**src/rtl/timetag_pattern_gen.sv**
```systemverilog
// rtl/timetag_pattern_gen.sv - multi-channel periodic strobe/toggle stimulus generator with event counter
// Optional per-channel LFSR period jitter is built when PATGEN_JITTER_EN is defined.
module timetag_pattern_gen #(
  parameter int N_CH  = 4,
  parameter int CNT_W = 16,
  parameter int EVT_W = 32
) (
  input  logic             clk,
  input  logic             reset_n,
  input  logic             cfg_wr,
  input  logic [7:0]       cfg_addr,
  input  logic [31:0]      cfg_data,
  input  logic             run,
  output logic [N_CH-1:0]  pat_out,
  output logic [EVT_W-1:0] event_count,
  output logic             active
);

  logic             run_q;
  logic             start;
  logic             ld_all;
  logic             evt_clr;
  logic [N_CH-1:0]  sh_en, sh_mode, sh_jit;
  logic [N_CH-1:0]  ac_en, ac_mode;
  logic [CNT_W-1:0] sh_per [N_CH];
  logic [CNT_W-1:0] sh_wid [N_CH];
  logic [CNT_W-1:0] sh_ph  [N_CH];
  logic [CNT_W-1:0] ac_per [N_CH];
  logic [CNT_W-1:0] ac_wid [N_CH];
  logic [CNT_W-1:0] cnt    [N_CH];
  logic [CNT_W-1:0] ph_cnt [N_CH];
  logic [CNT_W-1:0] nxt_cnt [N_CH];
  logic [CNT_W-1:0] nxt_ph  [N_CH];
  logic [N_CH-1:0]  nxt_out, wrap, wr_sel;
  logic [4:0]       rises;
  logic [EVT_W+4:0] evt_sum;
  logic             cfg_unused;

`ifdef PATGEN_JITTER_EN
  logic [N_CH-1:0]  ac_jit;
  logic [1:0]       jit_cnt [N_CH];
  logic [1:0]       nxt_jit [N_CH];
  logic [15:0]      lfsr;
`endif

  // Upper data bits are don't-care for counter fields; the jitter bit is only stored in the plain build.
  assign cfg_unused = ^{cfg_data, sh_jit};

  assign start   = run & ~run_q;
  assign ld_all  = ~run | start;
  assign evt_clr = cfg_wr & (cfg_addr == 8'hFF);

  always_comb begin
    for (int i = 0; i < N_CH; i++) begin
      wr_sel[i]  = cfg_wr & (cfg_addr[7:2] == 6'(i));
      nxt_out[i] = 1'b0;
      nxt_cnt[i] = '0;
      nxt_ph[i]  = '0;
      wrap[i]    = 1'b0;
`ifdef PATGEN_JITTER_EN
      nxt_jit[i] = '0;
`endif
      if (!run) begin
        nxt_out[i] = 1'b0;
      end else if (start) begin
        if (sh_en[i]) nxt_ph[i] = sh_ph[i];
      end else if (ac_en[i]) begin
        if (ph_cnt[i] != '0) begin
          nxt_ph[i] = ph_cnt[i] - CNT_W'(1);
`ifdef PATGEN_JITTER_EN
        end else if (jit_cnt[i] != 2'd0) begin
          // Inserted gap: pulse output stays low, toggle output holds its level.
          nxt_jit[i] = jit_cnt[i] - 2'd1;
          nxt_out[i] = ac_mode[i] & pat_out[i];
`endif
        end else if (ac_per[i] == '0) begin
          wrap[i] = 1'b1;
        end else begin
          wrap[i]    = (cnt[i] == ac_per[i] - CNT_W'(1));
          nxt_cnt[i] = wrap[i] ? '0 : cnt[i] + CNT_W'(1);
          if (ac_mode[i]) nxt_out[i] = (cnt[i] == '0) ? ~pat_out[i] : pat_out[i];
          else            nxt_out[i] = (cnt[i] < ac_wid[i]);
`ifdef PATGEN_JITTER_EN
          if (wrap[i] && ac_jit[i]) nxt_jit[i] = lfsr[1:0];
`endif
        end
      end
    end
  end

  always_comb begin
    rises = '0;
    for (int i = 0; i < N_CH; i++) rises = rises + 5'(nxt_out[i] & ~pat_out[i]);
    evt_sum = {5'b0, event_count} + {{EVT_W{1'b0}}, rises};
  end

  always_ff @(posedge clk or negedge reset_n) begin
    if (!reset_n) begin
      run_q       <= 1'b0;
      pat_out     <= '0;
      event_count <= '0;
      active      <= 1'b0;
      sh_en       <= '0;
      sh_mode     <= '0;
      sh_jit      <= '0;
      ac_en       <= '0;
      ac_mode     <= '0;
      for (int i = 0; i < N_CH; i++) begin
        sh_per[i] <= '0;
        sh_wid[i] <= '0;
        sh_ph[i]  <= '0;
        ac_per[i] <= '0;
        ac_wid[i] <= '0;
        cnt[i]    <= '0;
        ph_cnt[i] <= '0;
      end
    end else begin
      run_q   <= run;
      pat_out <= nxt_out;
      active  <= run & (start ? |sh_en : |ac_en);
      if (evt_clr)                          event_count <= '0;
      else if (|evt_sum[EVT_W+4:EVT_W])     event_count <= '1;
      else                                  event_count <= evt_sum[EVT_W-1:0];
      if (ld_all) begin
        ac_en   <= sh_en;
        ac_mode <= sh_mode;
      end
      for (int i = 0; i < N_CH; i++) begin
        cnt[i]    <= nxt_cnt[i];
        ph_cnt[i] <= nxt_ph[i];
        // Period/width move to the working copy only between periods so a running period never glitches.
        if (ld_all || wrap[i]) begin
          ac_per[i] <= sh_per[i];
          ac_wid[i] <= sh_wid[i];
        end
        if (wr_sel[i]) begin
          case (cfg_addr[1:0])
            2'd0:    sh_per[i] <= cfg_data[CNT_W-1:0];
            2'd1:    sh_wid[i] <= cfg_data[CNT_W-1:0];
            2'd2:    sh_ph[i]  <= cfg_data[CNT_W-1:0];
            default: {sh_jit[i], sh_mode[i], sh_en[i]} <= cfg_data[2:0];
          endcase
        end
      end
    end
  end

`ifdef PATGEN_JITTER_EN
  always_ff @(posedge clk or negedge reset_n) begin
    if (!reset_n) begin
      lfsr   <= 16'hACE1;
      ac_jit <= '0;
      for (int i = 0; i < N_CH; i++) jit_cnt[i] <= '0;
    end else begin
      lfsr <= {lfsr[14:0], lfsr[15] ^ lfsr[13] ^ lfsr[12] ^ lfsr[10]};
      if (ld_all) ac_jit <= sh_jit;
      for (int i = 0; i < N_CH; i++) jit_cnt[i] <= nxt_jit[i];
    end
  end
`endif

endmodule

```
**config.mk**
```make
export PLATFORM = sky130hd
export DESIGN_NAME = timetag_pattern_gen
export DESIGN_NICKNAME = d
export VERILOG_FILES = /design/src/rtl/timetag_pattern_gen.sv
export SDC_FILE = /design/constraint.sdc
export NUM_CORES = 1
export LEC_CHECK = 0
export ABC_AREA = 1
export BUFFER_PORTS_ARGS = -buffer_cell sky130_fd_sc_hd__buf_2
export CAP_MARGIN = 10
export CORE_MARGIN = 2
export CORE_UTILIZATION = 40
export CTS_CLUSTER_DIAMETER = 50
export DETAILED_ROUTE_END_ITERATION = 8
export MAX_ROUTING_LAYER = met4
export PLACE_DENSITY_LB_ADDON = 0.08
export SKIP_CTS_REPAIR_TIMING = 1
export SLEW_MARGIN = 40
export SYNTH_ARGS = -nofsm -noshare
export SYNTH_HDL_FRONTEND = slang
export SYNTH_SLANG_ARGS = --single-unit
```
**constraint.sdc**
```tcl
create_clock -name clk -period 5.4 [get_ports clk]
set_input_delay 0.81 -clock clk [delete_from_list [all_inputs] [get_ports clk]]
set_output_delay 0.81 -clock clk [all_outputs]
set_load 0.05 [all_outputs]
```
==> impl_results.md <==
* Crit. End Element: flop
* Max Freq at 0.205 GHz
* Most frequent cells in the layout: nand2_1, dfrtp_1, nand3_1
* Sw Ratio at 26.7%
* Largest family of logic cells by synthesized area: simple AND/OR/NAND/NOR gates
* CP Data Arrival Time at 5.43 ns
* Leading cell type in the layout, fill and taps excluded: nand2_1
* Row cnt at 94
* Crit start category: flop
* First-pass iteration count of the detailed router at 5
* DRC violations left at 0
* Tcrit/Tclk final at 90.5%
* Clock Skew at 0.0233 ns
* CTS Sinks at 502
* Maximum vdd drop at 0.237 mV
* Layout cell share with drive strength beyond 1 at 9.88%
* Run status: finished, final reports clean
* Post-synthesis sequential area ratio at 47.3%
* CTS tree: done
* Dpl cell area at 27500 um^2
* Placed cells at 4104
* P&R area growth vs syn at 13.5%
* Clk buf depth at 3
* Worst Path Max Fanout at 6
* Core area at 65700 um^2
* Part of the power in registers at 39.8%
* Root Driver: clkbuf_16
* CP required at 5.94 ns
* Adder-cell share of the synthesized area at 4.11%
* Final GP Congestion at 0.887
* Routed wire per std cell at 16.8 um
* RSZ-0062 raised after global routing: no
* Vias in the first global route at 21200
* Post-synth EDFFs at 0
* Synth warn at 0
* Num CTS Buffers at 72
* GR Util All Layers at 22.0%
* Netlist cell types at 53
* Ant diodes at 0
* Routed vias/inst at 5.07
* Clock network fraction of total power at 49.4%
* Largest net degree at the start of global routing at 126
* Remaining antenna violation count at 0
* Die Y at 262 um
* # fillers at 6511
* DR vias at 21500
* H-Tree Depth at 3
* NetSw at 2.69 mW
* Overflow after GRT at 0
* IO Port Bufs at 64
* Final Critical Period at 4.89 ns
* Combinational Power Share at 10.8%
* Initial antenna violation count at 3
* Slew Viols, Final at 0
* Metal3 WL at 2.41 mm
* Syn_nets at 3405
* M1 WL at 34.0 mm
* Final Instance Area at 30100 um^2
* Synthesized cell area at 26500 um^2
* Fin cells at 4234
* Mux contribution to synthesized area at 0%
* Synth Register Bits at 502
* Static leakage at 15.2 nW
* Max-cap violations at 0
* Clk_lat worst skew at 0.61 ns
* Final HPWL DP at 47.6 mm
* Iter 0 DRT Violations at 1551
* Final setup viols at 0
* Post-Synth Simple-Gate Area at 28.1%
* Cell family with most CP delay: simple AND/OR/NAND/NOR gates
* Highest Signal Layer: met4
* Worst-margin pin slew at 0.860 ns
* Full die area at 68400 um^2
* Die Wd at 262 um
* Hold WC Path Type: in -> async
* Hold Fails Final Rpt at 0
* Compound-Gate Fraction of Synth Area at 7.93%
* Met2 WL at 33.1 mm
* Setup CP Type: reg -> reg
* Max stage delay on crit path at 0.43 ns
* PwrDens at 335 nW/um^2
* Synthesized netlist cell count at 3275
* Hold WS at 0.193 ns
* Final setup TNS at 0 ns
* Io pins at 81
* Internal at 7.40 mW
* Syn Area/Cell at 8.10 um^2
* CP most frequent cell: nand2_1
* Initial Util at 40.4%
* Clock transition at the registers of the reported paths at 0.05 ns
* First-pass GRT wire length at 116 mm
* Asr flop ratio synth at 100%
* Total power at 10.1 mW
* WL final at 71.0 mm
* WP buf/inv at 6
* Ys flop type: dfrtp_1
* Nets at 3446
* Critical path's slowest cell: fa_1
* Post-Synth XOR/XNOR Area at 5.51%
* Worst slew margin at 42.6%
## worst register-to-register path, delay by kind of cell, from the launching register on
family	cells	cell delay, ns
buffers and inverters	6	0.59
AOI/OAI and AO/OA	3	0.34
adders and majority gates	5	1.53
DFF	1	0.42
and+or+nand+nor	16	1.95
## metal layers
layer | vias up | track usage [%]
met4 | 0 | 6.16
met5 | - | -
met1 | 10400 | 29.8
met2 | 337 | 34.8
met3 | 99 | 2.65
li1 | 10700 | -
## cells in the mapped netlist, drive strengths merged (2+ instances only)
cell type	n	share of area [%]
nor3	61	1.3
a21boi	4	0.11
nand3	320	6.2
or2	9	0.21
xor2	107	3.5
nand4	43	1.0
o21ai	314	6.2
nor2	300	4.7
nand3b	23	0.70
o31ai	4	0.11
a21oi	58	1.1
nor4	18	0.45
fa	2	0.15
a211oi	2	0.057
xnor2	60	2.0
nand2	906	13
o211ai	3	0.085
ha	84	4.0
nor3b	10	0.34
o21a	4	0.11
clkbuf	62	0.88
inv	306	4.3
buf	63	1.7
and2	2	0.047
dfrtp	502	47
## kinds of logic after synthesis
kind of cell	count (synthesis)
and+or+nand+nor	1695
DFF	502
adders and majority gates	86
buffers and inverters	432
xor gates and xnor gates	167
AOI/OAI and AO/OA	393
## flip-flops by register name, indices dropped and copies added, names as in the netlist
| name | count |
|---|---|
| ac_per | 64 |
| ac_wid | 64 |
| cnt | 64 |
| ph_cnt | 64 |
| sh_per | 64 |
| sh_ph | 64 |
| sh_wid | 64 |
| event_count | 32 |
| ac_en | 4 |
| ac_mode | 4 |
| pat_out | 4 |
| sh_en | 4 |
| sh_mode | 4 |
| active | 1 |
| run_q | 1 |
## power groups by stage
stage	Clock [mW]	Sequential, mW	Combinational [mW]
2_1_floorplan	0	4.07	0.738
3_3_place_gp	0	4.08	1.08
5_1_grt	5.27	4.03	1.25
6_report	4.99	4.02	1.09
4_1_cts	5.09	4.01	1.10
3_5_place_dp	0	4.08	1.09
## cell type report
class                           count  area [um^2]  share of cell area (%)
Sequential cell                   502        12600                    41.7
Multi-Input combinational cell   2341        12200                    40.5
Clock buffer                       89         1950                    6.47
Inverter                          307         1160                    3.85
Tap cell                          864         1080                    3.59
Timing Repair Buffer               92          603                    2.00
Clock inverter                     39          574                    1.91
## stage by stage
stage               utilization, %  worst slack (ns)
detailed placement            41.9             0.264
CTS                           45.7             0.253
floorplan                        -             0.885
global placement              41.8             0.306
global route                  45.8           0.00197
finish                        45.8             0.511
## path summary, 6_finish.rpt
kind / slack, ns / from / cells past startpoint / endpoint
max: 0.51 / cnt[33]$_DFF_PN0_ / 30 / event_count[22]$_DFF_PN0_
max reg2reg: 0.51 / cnt[33]$_DFF_PN0_ / 30 / event_count[22]$_DFF_PN0_
min in group clk: 0.45 / sh_per[17]$_DFFE_PN0P_ / 2 / ac_per[17]$_DFFE_PN0P_
min reg2reg: 0.45 / sh_per[17]$_DFFE_PN0P_ / 2 / ac_per[17]$_DFFE_PN0P_
min: 0.19 / reset_n / 1 / cnt[4]$_DFF_PN0_
max in group asynchronous: 3.97 / reset_n / 2 / ac_wid[50]$_DFFE_PN0P_
No activity file was read; power rests on OpenSTA's default activity.
